**config.mk**
```make
export PLATFORM = sky130hd
export DESIGN_NAME = mem_arbiter
export DESIGN_NICKNAME = d
export VERILOG_FILES = /design/src/rtl/mem_arbiter.sv
export SDC_FILE = /design/constraint.sdc
export NUM_CORES = 1
export LEC_CHECK = 0
export CORE_AREA = 3 3 115 117
export CTS_CLUSTER_SIZE = 40
export DETAILED_ROUTE_END_ITERATION = 7
export DIE_AREA = 0 0 118 120
export HOLD_SLACK_MARGIN = 0.02
export PLACE_DENSITY = 0.58
export SETUP_SLACK_MARGIN = 0.05
export SLEW_MARGIN = 25
export SYNTH_ARGS = -nofsm -noshare
export SYNTH_HDL_FRONTEND = slang
export SYNTH_SLANG_ARGS = --single-unit
```
**constraint.sdc**
```tcl
create_clock -name clk -period 2.25 [get_ports clk]
set_input_delay 0.45 -clock clk [delete_from_list [all_inputs] [get_ports clk]]
set_output_delay 0.45 -clock clk [all_outputs]
set_load 0.005 [all_outputs]
```
**src/rtl/mem_arbiter.sv**
```systemverilog
// Two-port I/D memory arbiter with ownership hold and round-robin ties.
// Define MEM_ARBITER_DCACHE_PRIORITY_EN to make every tie go to the D port.
package mem_arbiter_pkg;
  typedef enum logic {
    OP_LOAD  = 1'b0,
    OP_STORE = 1'b1
  } mem_op_e;
endpackage

module mem_arbiter
  import mem_arbiter_pkg::*;
#(
  parameter int ADDR_W = 32,
  parameter int DATA_W = 32
) (
  input  logic              clk,
  input  logic              reset,
  input  logic              i_req_valid,
  input  mem_op_e           i_req_operation,
  input  logic [ADDR_W-1:0] i_req_address,
  input  logic [DATA_W-1:0] i_req_store_word,
  output logic [DATA_W-1:0] i_req_loaded_word,
  output logic              i_req_fulfilled,
  input  logic              d_req_valid,
  input  mem_op_e           d_req_operation,
  input  logic [ADDR_W-1:0] d_req_address,
  input  logic [DATA_W-1:0] d_req_store_word,
  output logic [DATA_W-1:0] d_req_loaded_word,
  output logic              d_req_fulfilled,
  output logic              m_req_valid,
  output mem_op_e           m_req_operation,
  output logic [ADDR_W-1:0] m_req_address,
  output logic [DATA_W-1:0] m_req_store_word,
  input  logic [DATA_W-1:0] m_req_loaded_word,
  input  logic              m_req_fulfilled,
  output logic [1:0]        grant
);

  typedef enum logic [1:0] {
    ST_IDLE  = 2'd0,
    ST_OWN_I = 2'd1,
    ST_OWN_D = 2'd2
  } state_e;

  state_e state_q;
  state_e state_d;
  logic   tie_to_d;

`ifdef MEM_ARBITER_DCACHE_PRIORITY_EN
  assign tie_to_d = 1'b1;
`else
  logic last_d_q;

  assign tie_to_d = ~last_d_q;

  always_ff @(posedge clk or posedge reset) begin
    if (reset) begin
      last_d_q <= 1'b1;
    end else if (state_d == ST_OWN_I) begin
      last_d_q <= 1'b0;
    end else if (state_d == ST_OWN_D) begin
      last_d_q <= 1'b1;
    end
  end
`endif

  always_ff @(posedge clk or posedge reset) begin
    if (reset) begin
      state_q <= ST_IDLE;
    end else begin
      state_q <= state_d;
    end
  end

  always_comb begin
    state_d = state_q;
    unique case (state_q)
      ST_IDLE: begin
        unique case (1'b1)
          i_req_valid && d_req_valid:
            state_d = tie_to_d ? ST_OWN_D : ST_OWN_I;
          i_req_valid && !d_req_valid:
            state_d = ST_OWN_I;
          !i_req_valid && d_req_valid:
            state_d = ST_OWN_D;
          default:
            state_d = ST_IDLE;
        endcase
      end
      ST_OWN_I: begin
        if (i_req_valid)      state_d = ST_OWN_I;
        else if (d_req_valid) state_d = ST_OWN_D;
        else                  state_d = ST_IDLE;
      end
      ST_OWN_D: begin
        if (d_req_valid)      state_d = ST_OWN_D;
        else if (i_req_valid) state_d = ST_OWN_I;
        else                  state_d = ST_IDLE;
      end
      default: state_d = state_e'(2'bxx);
    endcase
  end

  always_comb begin
    m_req_valid       = 1'b0;
    m_req_operation   = OP_LOAD;
    m_req_address     = '0;
    m_req_store_word  = '0;
    i_req_loaded_word = '0;
    i_req_fulfilled   = 1'b0;
    d_req_loaded_word = '0;
    d_req_fulfilled   = 1'b0;
    unique case (state_q)
      ST_IDLE: begin
      end
      ST_OWN_I: begin
        m_req_valid       = i_req_valid;
        m_req_operation   = i_req_operation;
        m_req_address     = i_req_address;
        m_req_store_word  = i_req_store_word;
        i_req_loaded_word = m_req_loaded_word;
        i_req_fulfilled   = m_req_fulfilled;
      end
      ST_OWN_D: begin
        m_req_valid       = d_req_valid;
        m_req_operation   = d_req_operation;
        m_req_address     = d_req_address;
        m_req_store_word  = d_req_store_word;
        d_req_loaded_word = m_req_loaded_word;
        d_req_fulfilled   = m_req_fulfilled;
      end
      default: begin
        m_req_valid       = 1'bx;
        m_req_operation   = mem_op_e'(1'bx);
        m_req_address     = 'x;
        m_req_store_word  = 'x;
        i_req_loaded_word = 'x;
        i_req_fulfilled   = 1'bx;
        d_req_loaded_word = 'x;
        d_req_fulfilled   = 1'bx;
      end
    endcase
  end

  // grant tracks state exactly because it is loaded from the same next state
  always_ff @(posedge clk or posedge reset) begin
    if (reset) begin
      grant <= 2'b00;
    end else begin
      unique case (state_d)
        ST_IDLE:  grant <= 2'b00;
        ST_OWN_I: grant <= 2'b01;
        ST_OWN_D: grant <= 2'b10;
        default:  grant <= 2'bxx;
      endcase
    end
  end

endmodule
```
; ---- Word level (Yosys, flattened, before mapping)
; Index checks and enable logic that the tools add are counted.
[op_classes]
eq_ne = 4
muxes = 18
n_reduce_logical = 10
[op_table]
columns = op, count
row1 = $pmux 32 s3, 2
row2 = $pmux 32 s2, 2
row3 = $pmux 2 s3, 3
row4 = $mux 2, 4
row5 = $pmux 1 s3, 2
row6 = $eq 2x1->1 const B, 2
row7 = $eq 2x2->1 const B, 2
row8 = $logic_not 2->1, 2
row9 = $pmux 1 s2, 2
row10 = $reduce_or 2->1, 2
row11 = $logic_and 1x1->1, 3
row12 = $mux 1, 3
row13 = $logic_not 1->1, 2
row14 = $reduce_bool 2->1, 1
[word_totals]
register_bits = 5
in_bits = 167
output_inout_bits = 134
elab_cells = 35

; ---- Depth between registers and ports, before layout
; Gate-level depths: netlist of run 1.
[logic_depth]
word_depth = 7
mapped_depth = 7
mapped_depth_nobuf = 6

; ---- Worst setup path before layout of run 1
; OpenSTA, ideal clock, no wires.
[synth_timing]
path_type = register to register
from = reg state_q[0]
to = reg last_d_q
setup_time_ns = 0.075
arrival_time_ns = 1.689
t_required_ns = 2.175
path_slack_ns = 0.486
stages_incl_launch_ff = 7
n_path_buf = 0
period_less_slack_ns = 1.764
path_cell_list = dfrtp_1 > inv_1 > ha_1 > or3b_1 > o311a_1 > ha_1 > mux2i_1
[synth_via]
elab_chain_cells = 4
elab_cells_between_ends = 8
cone_classes = eq/ne (4) / mux (2) / reduce/logical (2)
[synth_lines]
columns = element, line_no
row1 = from (decl), 45  ; state_e state_q;
row2 = from (signal assigned), 71  ; state_q <= state_d;
row3 = $eq 2x2->1 (tied with other cells), 77  ; unique case (state_q)
row4 = $pmux 2 s3 *, 77
row5 = $eq 2x1->1 / $eq 2x2->1 (equally long branches), "59, 61"
row6 = $mux 1 / $reduce_bool 2->1 (equally long branches), n/a
row7 = to (signal assigned), 58  ; last_d_q <= 1'b1;
row8 = to (signal assigned), 60  ; last_d_q <= 1'b0;
row9 = to (signal assigned), 62  ; last_d_q <= 1'b1;
row10 = to (decl), 52  ; logic last_d_q;
; Every way passes the cells marked *; elsewhere a longest branch is shown, timed or not.
; A chain may end at the register's enable or synchronous reset.

; ---- Worst setup path in the final report of run 1
[layout_timing]
from = reg state_q[0]
to = out m_req_store_word[4]
[layout_via]
elab_chain_cells = 2
elab_cells_between_ends = 4
cone_classes = eq/ne (2) / mux (1) / reduce/logical (1)
[layout_lines]
columns = element, line_no
row1 = $eq 2x2->1 (tied with other cells), 113  ; unique case (state_q)
row2 = $pmux 32 s3 *, 113
row3 = to (decl), 33  ; output logic [DATA_W-1:0] m_req_store_word,
; Marks and branches as above.

==> summary.txt, run 1 <==
Power
  – Sw frac: a little over two fifths
  – Internal power: 3270 uW
  – Leakage power: around 0.0028 uW
  – Clock power share: roughly 5.0%
  – Combinational power share: roughly 92%
  – Psw: 2530 uW
  – Sequential power share: about 2.8%
  – P per Cell Area: between 1000 and 1500 nW/um2
  – Worst vdd ir: approximately 0.45 mV
  – Pwr Total: between 5000 and 6000 uW

Final layout
  – Commonest non-fill, non-tap cell in the layout: clkdlybuf4s50_1
  – ANT cells: 0
  – Most frequent cells in the layout: clkdlybuf4s50_1, and2_1, nor2_1
  – Post-route cell area: about 5600 um2
  – Layout cells sized above 1: 22.1%
  – Filler cell count: around 1300
  – Area growth, synth to finish: 232%
  – Nets: around 740

Setup path
  – Worst reg-to-reg path cell count: 8
  – Startpoint Class: flop
  – R2r setup slk: roughly 0.24 ns
  – Crit-path leading delay family: buffers and inverters
  – Worst path max stage delay: ~0.4 ns
  – Crit path DAT: roughly 1.8 ns
  – Crit path required time: approximately 1.8 ns
  – FF-to-FF End: last_d_q
  – Worst Setup End Kind: output pin
  – WP buf/inv: 4
  – Slowest library cell on the worst path: dfrtp_1
  – Critical R2R Launch: state_q[0]
  – Worst path cell trace: buf_6, ha_4, buf_8, clkbuf_16, a22oi_1, nor2_1, dlygate4sd2_1
  – Critical Path Fanout Max: 11
  – Crit Path Class: flop to output pin

Synthesis
  – Synth Instances: approximately 260
  – Sequential area share after synthesis: between 7 and 8%
  – Post-synth top area cell: a22oi_1
  – Warnings from Yosys: 0
  – Net Count, Synth: approximately 430
  – Cell area after synthesis: roughly 1700 um2
  – FF+latch count, synth: 5
  – Synth top area cells: a22oi_1, and2_1, nor2_1
  – Synth cell types: 21
  – Synthesized area per cell: roughly 6.6 um2
  – Synth top area share: around a quarter

Die
  – Row count: 41
  – Core area: roughly 12000 um2
  – Die Y: approximately 120 um
  – Full die area: approximately 14000 um2
  – Initial Utilization: 13.6%
  – I/O pins: around 300
  – Die width: between 100 and 150 um

Timing
  – Worst Skew: 0.000721 ns
  – Final Cycle Share: between 90 and 100%
  – Final setup viols: 0
  – Max Freq: 450 MHz
  – Final Hold Fails: 0
  – RSZ-0062 raised after global routing: yes
  – Slew @ Worst Pin: between 0.3 and 0.4 ns
  – Slew Viols, Final: 0
  – Tmin final: ~2.2 ns
  – Slew HR: between 70 and 80%

Global route
  – Total gr overflow: 0
  – Met1 Resource Use GR: between 10% and 20%
  – First-pass GRT wire length: roughly 17 mm
  – Met2 Track Usage GR: ~30%
  – GR peak layer: met2
  – Vias in the first global route: 3153
  – GRT Total Usage: 15.1%
  – Initial antenna violation count: 0
  – Pin count of the biggest net entering global routing: 52
  – GR Util met3: under 10%

Routing
  – 1st-iter DRT viols: 95
  – DRT Pass-1 Iters: 4
  – DRC errors left: 0
  – WL final: 13.6 mm
  – Drt via density: about 4.4
  – Avg WL per Cell: between 15 and 20 um
  – Antenna viol nets, final: 0
  – Vias: 3218

Clock network
  – Worst skew pair latency: roughly 0.23 ns
  – CTS tree: built
  – Root buffer cell: clkbuf_16
  – Num Clock Sinks: 5
  – Hold buffers post-CTS: 0
  – Htree depth: 1
  – Num CTS Buffers: 3
  – CTS clk-pin slew, worst paths: roughly 0.03 ns
  – Max Root-Sink Buffers: 2

Placed design
  – Placed inst area: 4900 um2
  – Final Wtd Congestion: about 0.8
  – Detail Placement HPWL: 9.23 mm
  – IO buf count: 300

Min path
  – Hold Crit Class: primary input to asynchronous set/reset pin

Status
  – Status: completed

Job
  – Max-cap violations: 0
[routing by layer]
layer / part of all wire, % / vias to the layer above
li1: - / 1523
met1: 38 / 1508
met2: 54 / 167
met3: 6.3 / 20
met4: 1.7 / 0
met5: 0 / -
[how the worst max path moves through the flow]
stage / start / end / cells after the start
after floorplan: state_q[0] / last_d_q / 6
after global routing: state_q[1] / i_req_loaded_word[30] / 7
after CTS: state_q[1] / m_req_store_word[9] / 6
after detailed placement: state_q[0] / m_req_address[4] / 6
final: state_q[0] / m_req_store_word[4] / 7
after global placement: d_req_valid / m_req_valid / 4
[power by group through the flow]
stage,Combinational [uW],Sequential (uW),Clock [uW]
after floorplan,1920,155,0
after global placement,4350,157,0
after detailed placement,4390,158,0
after CTS,4360,165,293
after global routing,5730,168,299
final,5350,163,288
[cell type report]
cell class,instances,area [um2],share of cell area (%)
timing repair buffer,336,3510,62.7
sequential,5,126,2.25
tap,172,215,3.84
multi-input combinational,216,1650,29.4
clock buffer,4,78.8,1.41
inverter,5,23.8,0.424
[sequential cells by signal, indices dropped and copies added (netlist names)]
| signal | count |
|---|---|
| last_d_q | 1 |
| state_q | 2 |
| grant | 2 |
[metrics by stage]
stage               cells  util, %  hold slack (ns)  setup WS (ns)  setup TNS (ns)
finish                738     45.0            0.424         0.0290               0
global route          738     45.0            0.453        -0.0211         -0.0581
CTS                   717     40.5            0.431         -0.121          -0.980
detailed placement    708     39.3            0.479         0.0447               0
global placement      708     39.3            0.466         0.0755               0
floorplan             255        -            0.228          0.486               0
[synthesized netlist by cell type]
| cell type | number |
|---|---|
| and2_1 | 66 |
| buf_4 | 2 |
| clkbuf_2 | 3 |
| buf_6 | 2 |
| o311ai_1 | 2 |
| clkbuf_1 | 2 |
| and2b_1 | 1 |
| a22oi_2 | 10 |
| ha_1 | 7 |
| inv_1 | 4 |
| mux2i_1 | 1 |
| inv_2 | 1 |
| nand3b_1 | 1 |
| o311a_1 | 3 |
| or3b_1 | 1 |
| dfstp_2 | 1 |
| buf_2 | 20 |
| nor2b_1 | 1 |
| a22oi_1 | 56 |
| dfrtp_1 | 4 |
| nor2_1 | 67 |
[kinds of logic (layout without fill, tap and decap cells)]
logic type	after synthesis	count (layout)	synth area share, %
compound gates	71	71	35.1
flops	5	5	7.48
buf+inv	34	345	10.6
simple gates	137	137	41.1
fa+ha+maj	7	7	5.18
mux	1	1	0.592
[timing repair]
item,CTS,global route
setup endpoints to repair,132,57
gates resized for setup,115,166
buffers inserted,2,9
pin swaps,0,13
cloned,3,12
No activity file was read; power rests on OpenSTA's default activity.
==> run 2, diff against run 1 <==
SKIP_CTS_REPAIR_TIMING = 1   (was not set)
==> run 2 against run 1 <==
Cell count decreased by 1.2%. First-iteration DRC count increased by 24%. Critical endpoint is now m_req_address[8]. Clock skew about the same. Register-to-register slack about the same. Sequential power increased by 6%. Non-clock buffer count decreased by 9. Setup slack got worse by 0.12 ns. Wire length decreased by 6.8%. The run now ends with setup timing left.
==> summary.txt, run 2 (same netlist as run 1, synthesis figures left out) <==
Status
  – Status: complete, but fails checks
  – Failing checks: setup timing

Timing
  – Slew @ Worst Pin: 0.372 ns (+0.00481 ns)
  – Worst setup margin: -0.0951 ns (-0.124 ns)
  – Final setup viols: 36 (+36)
  – Worst Skew: 0.000391 ns (-0.000330 ns)
  – Max Freq: 426 MHz (-5.3%)
  – Slew HR: 74.8% (-0.33 points)
  – RSZ-0062 raised after global routing: yes
  – Slew Viols, Final: 0 (unchanged)
  – Tmin final: 2.35 ns (+0.124 ns)
  – Final Cycle Share: 104% (+5.5 points)
  – Final Hold Fails: 0 (unchanged)

Clock network
  – Htree depth: 1 (unchanged)
  – Num Clock Sinks: 5 (unchanged)
  – Num CTS Buffers: 3 (unchanged)
  – Root buffer cell: clkbuf_16
  – Worst skew pair latency: 0.23 ns (about the same)
  – CTS tree: built
  – CTS clk-pin slew, worst paths: 0.03 ns (about the same)
  – Max Root-Sink Buffers: 2 (unchanged)

Placed design
  – Final Wtd Congestion: 0.811 (unchanged)
  – Placed cells: 708 (unchanged)
  – IO buf count: 300 (unchanged)
  – Detail Placement HPWL: 9.23 mm (unchanged)

Job
  – Max-cap violations: 0 (unchanged)

Setup path
  – Worst Setup End Kind: output pin
  – Crit path DAT: 1.90 ns (+0.13 ns)
  – Critical Path Fanout Max: 17 (+6)
  – Crit Path Class: flop to output pin
  – Crit path required time: 1.80 ns (about the same)
  – Startpoint Class: flop

Routing
  – Routed wl met3: 919 um (+7.1%)
  – Drt via density: 4.29 (-1.7%)
  – DRC errors left: 0 (unchanged)
  – WL final: 12.7 mm (-6.8%)
  – DRT Pass-1 Iters: 4 (unchanged)
  – Metal2 WL: 6.90 mm (-5.6%)
  – Avg WL per Cell: 17.4 um (-5.6%)
  – Top layer in use: met4
  – 1st-iter DRT viols: 118 (+24%)
  – Vias: 3124 (-2.9%)
  – Antenna viol nets, final: 0 (unchanged)
  – Met1 Routed Length: 4.64 mm (-11%)

Die
  – Full die area: 14200 um2 (unchanged)
  – Core area: 12500 um2 (unchanged)
  – Die Y: 120 um (unchanged)
  – Row count: 41 (unchanged)
  – Die width: 118 um (unchanged)
  – I/O pins: 301 (unchanged)
  – Initial Utilization: 13.6% (unchanged)

Final layout
  – Nets: 732 (-1.2%)
  – Commonest non-fill, non-tap cell in the layout: clkdlybuf4s50_1
  – Largest regs: grant x2, state_q x2, last_d_q x1
  – Area of the multi-input gates: 1450 um2 (-12%)
  – ANT cells: 0 (unchanged)
  – Non-filler instance count after layout: 729 (-1.2%)
  – Area growth, synth to finish: 228%
  – Filler cell count: 1244 (-2.0%)
  – Storage element area: 128 um2 (+0.99%)
  – Most frequent cells in the layout: clkdlybuf4s50_1, dlymetal6s2s_1, and2_1
  – Layout cells sized above 1: 9.87% (-12 points)

Power
  – Leakage power: 0.00360 uW (+30%)
  – P per Cell Area: 997 nW/um2 (-3.6%)
  – Pwr Total: 5530 uW (-4.6%)
  – Worst vdd ir: 0.396 mV (-11%)

Global route
  – First-pass GRT wire length: 16.4 mm (-5.2%)
  – Pin count of the biggest net entering global routing: 52 (unchanged)
  – Initial antenna violation count: 0 (unchanged)
  – Vias in the first global route: 3048 (-3.3%)
  – GRT Total Usage: 14.1% (-0.95 points)
  – Total gr overflow: 0 (unchanged)

Min path
  – Hold Crit Class: primary input to asynchronous set/reset pin
[run 2: worst paths after layout]
kind | cells after the start | startpoint | slack [ns] | to
setup / recovery | 6 | state_q[0] | -0.1 | m_req_address[8]
hold / removal | 2 | reset | 0.43 | grant[1]
setup reg to reg | 7 | state_q[1] | 0.23 | last_d_q
hold reg to reg | 2 | last_d_q | 0.48 | last_d_q
max in group asynchronous | 2 | reset | 1.59 | last_d_q
min in group clk | 2 | last_d_q | 0.48 | last_d_q
[run 2: final cells by class]
| class | instances | share of cell area (%) |
|---|---|---|
| clock buffers | 4 | 1.42 |
| inverters | 5 | 0.429 |
| multi-input cells | 216 | 26.1 |
| flip-flops and latches | 5 | 2.30 |
| well taps | 172 | 3.88 |
| repair buffers | 327 | 65.8 |
[run 2: stage by stage]
| step | util [%] | hold slack, ns | instance area, um2 | setup WS (ns) | TNS, ns |
|---|---|---|---|---|---|
| after floorplan | - | 0.228 | 1690 | 0.486 | 0 |
| after global placement | 39.3 | 0.466 | 4900 | 0.0755 | 0 |
| after detailed placement | 39.3 | 0.479 | 4900 | 0.0447 | 0 |
| after CTS | 40.0 | 0.431 | 4980 | -0.197 | -16.78 |
| after global routing | 44.5 | 0.453 | 5550 | -0.146 | -4.26 |
| final | 44.5 | 0.426 | 5550 | -0.0951 | -2.03 |
[run 2: per-layer routing]
metal	GRT usage, %	vias up
met2	28.3	171
met5	0	-
met3	3.20	19
li1	-	1494
met4	2.93	0
met1	15.0	1440
[run 2: report_power, final]
group / leakage [uW] / switching [uW] / internal (uW) / total [uW]
logic: 0.00350 / 2210 / 2860 / 5070
clock network: 0.0000382 / 53.6 / 234 / 288
registers: 0.0000607 / 35.3 / 138 / 173
total: 0.00360 / 2300 / 3230 / 5530
[run 2: critical path, stage by stage, from the launching register on]
cell and delay [ns]:
dfrtp_2 0.43, inv_4 0.10, ha_4 0.20, buf_8 0.20, a22oi_1 0.11, nor2_1 0.10, clkdlybuf4s50_1 0.51
==> run 3, diff against run 2 <==
CORE_AREA = 3 3 117 119   (was 3 3 115 117)
DIE_AREA = 0 0 120 122   (was 0 0 118 120)
DONT_BUFFER_PORTS = 1   (was not set)
PLACE_DENSITY = 0.3   (was 0.58)
clock period = 2.1 ns   (was 2.25 ns; I/O delays follow)
==> run 3 against run 2 <==
Sequential power increased by 3%. First-iteration DRC count decreased by 21%. The flow now finishes without violations. Non-clock buffer count decreased by 316. Critical endpoint is now m_req_address[9]. Design area decreased by 64%. Utilization decreased by 29 points. Sequential cell count unchanged. Power decreased by 39%. Clock-buffer cell count unchanged. Die area increased by 3.4%. Register-to-register slack got worse by 0.10 ns. Largest power group unchanged. Critical path depth decreased by 1.
==> summary.txt, run 3 (same netlist as run 1, synthesis figures left out) <==
Min path
  – Hold path depth: 1
  – Hold Crit Class: primary input to flop

Die
  – Row count: 41 (unchanged)
  – Full die area: 14600 um2 (+3.4%)
  – Die width: 120 um (+1.7%)
  – Core area: 12700 um2 (+1.6%)
  – Die Y: 122 um (+1.7%)
  – Initial Utilization: 13.3% (-0.22 points)
  – I/O pins: 301 (unchanged)

Status
  – Status: completed

Global route
  – Total gr overflow: 0 (unchanged)
  – Initial antenna violation count: 0 (unchanged)
  – Pin count of the biggest net entering global routing: 65 (+25%)
  – GRT Total Usage: 7.60% (-6.5 points)
  – Vias in the first global route: 1621 (-47%)
  – First-pass GRT wire length: 8.89 mm (-46%)

Timing
  – Final TNS setup: 0 ns (+2.03 ns)
  – Slew @ Worst Pin: 0.420 ns (+0.0482 ns)
  – Final setup viols: 0 (-100%)
  – Worst Skew: 0.00161 ns (+0.00122 ns)
  – Slew HR: 71.6% (-3.3 points)
  – RSZ-0062 raised after global routing: yes
  – Final Cycle Share: a little over nine tenths
  – Final Hold Fails: 0 (unchanged)
  – Tmin final: between 2 and 2.5 ns
  – Slew Viols, Final: 0 (unchanged)
  – Worst setup margin: 0.0876 ns (+0.183 ns)
  – Max Freq: 497 MHz

Routing
  – Vias: 2007 (-36%)
  – Antenna viol nets, final: 0 (unchanged)
  – DRC errors left: 0 (unchanged)
  – Avg WL per Cell: 19.7 um (+14%)
  – WL final: 8.14 mm (-36%)
  – 1st-iter DRT viols: 93 (-21%)
  – DRT Pass-1 Iters: 4 (unchanged)
  – Drt via density: 4.86 (+13%)

Setup path
  – R2r setup slk: 0.13 ns (-0.10 ns)
  – Crit Path Class: flop to output pin
  – Crit path DAT: 1.59 ns (-0.31 ns)
  – Crit path required time: 1.68 ns (-0.12 ns)
  – Startpoint Class: flop
  – Worst Setup End Kind: output pin
  – Worst reg-to-reg path cell count: 6 (-1)
  – Critical Path Fanout Max: 32 (+15)

Final layout
  – Nets: 416 (-43%)
  – Most frequent cells in the layout: nor2_1, and2_1, a22oi_1
  – Commonest non-fill, non-tap cell in the layout: nor2_1
  – Area growth, synth to finish: 19.8%
  – Layout cells sized above 1: 11.2% (+1.3 points)
  – Largest regs: grant x2, state_q x2, last_d_q x1
  – Util after Layout: 16.0% (-29 points)
  – Post-route cell area: 2020 um2 (-64%)
  – ANT cells: 0 (unchanged)

Clock network
  – Root buffer cell: clkbuf_16
  – Num CTS Buffers: 3 (unchanged)
  – Worst skew pair latency: 0.22 ns (about the same)
  – Num Clock Sinks: 5 (unchanged)
  – Htree depth: 1 (unchanged)
  – Max Root-Sink Buffers: 2 (unchanged)
  – CTS clk-pin slew, worst paths: 0.03 ns (about the same)
  – CTS tree: built

Power
  – Leakage power: 0.000716 uW (-80%)
  – Worst vdd ir: 0.467 mV (+18%)
  – P per Cell Area: 1660 nW/um2 (+66%)

Placed design
  – Detail Placement HPWL: 5.95 mm (-36%)
  – IO buf count: 0 (-100%)
  – Final Wtd Congestion: 0.692 (-15%)
  – Post-Place Setup Slack: 0.233 ns (+0.189 ns)
  – Placed inst area: 1840 um2 (-62%)

Job
  – Max-cap violations: 0 (unchanged)
[run 3: cell count changes in the layout (fill, tap and decap cells not counted), moves of 3 or more]
cell / previous run / this run
nor2_1: 61 / 67
dlymetal6s2s_1: 96 / 0
buf_12: 7 / 3
nor2_2: 6 / 0
clkdlybuf4s50_1: 204 / 0
buf_4: 9 / 2
ha_4: 4 / 1
[run 3: layout make-up]
class | instances | area [um2]
fillers | 1430 | 10600
clock buffers | 4 | 78.8
repair buffers | 11 | 183
multi-input cells | 216 | 1400
flip-flops and latches | 5 | 126
inverters | 5 | 21.3
well taps | 172 | 215
[run 3: path summary, 6_finish.rpt]
kind / startpoint / endpoint
worst max-delay path: state_q[0] / m_req_address[9]
worst min-delay path: i_req_valid / state_q[0]
worst max register to register: state_q[0] / last_d_q
worst min register to register: last_d_q / last_d_q
max in group asynchronous: reset / last_d_q
min in group asynchronous: reset / grant[1]
[run 3: worst max-delay path: stages, from the launching register on]
cell and delay, ns:
dfrtp_1 0.40, inv_1 0.12, ha_2 0.27, buf_12 0.21, a22oi_1 0.12, nor2_1 0.21
[run 3: routing by layer]
| metal | track usage (%) | share of wire, % | up-vias |
|---|---|---|---|
| li1 | - | - | 857 |
| met1 | 8.90 | 36 | 951 |
| met2 | 14.5 | 53 | 193 |
| met3 | 1.16 | 9.2 | 6 |
| met4 | 1.65 | 1.1 | 0 |
| met5 | 0 | 0 | - |
[run 3: stage by stage]
step / power [uW] / std cells / hold WS, ns
final: 3350 / 413 / 0.333
after global routing: 3660 / 413 / 0.322
after CTS: 3070 / 409 / 0.00433
after detailed placement: 2750 / 405 / 0.241
after global placement: 2710 / 405 / 0.240
after floorplan: 2220 / 255 / 0.198
[run 3: power by group]
part	total, uW	switching [uW]	internal (uW)
combinational	2860	1790	1080
clock	310	59.0	251
sequential	178	32.7	146
total	3350	1880	1470
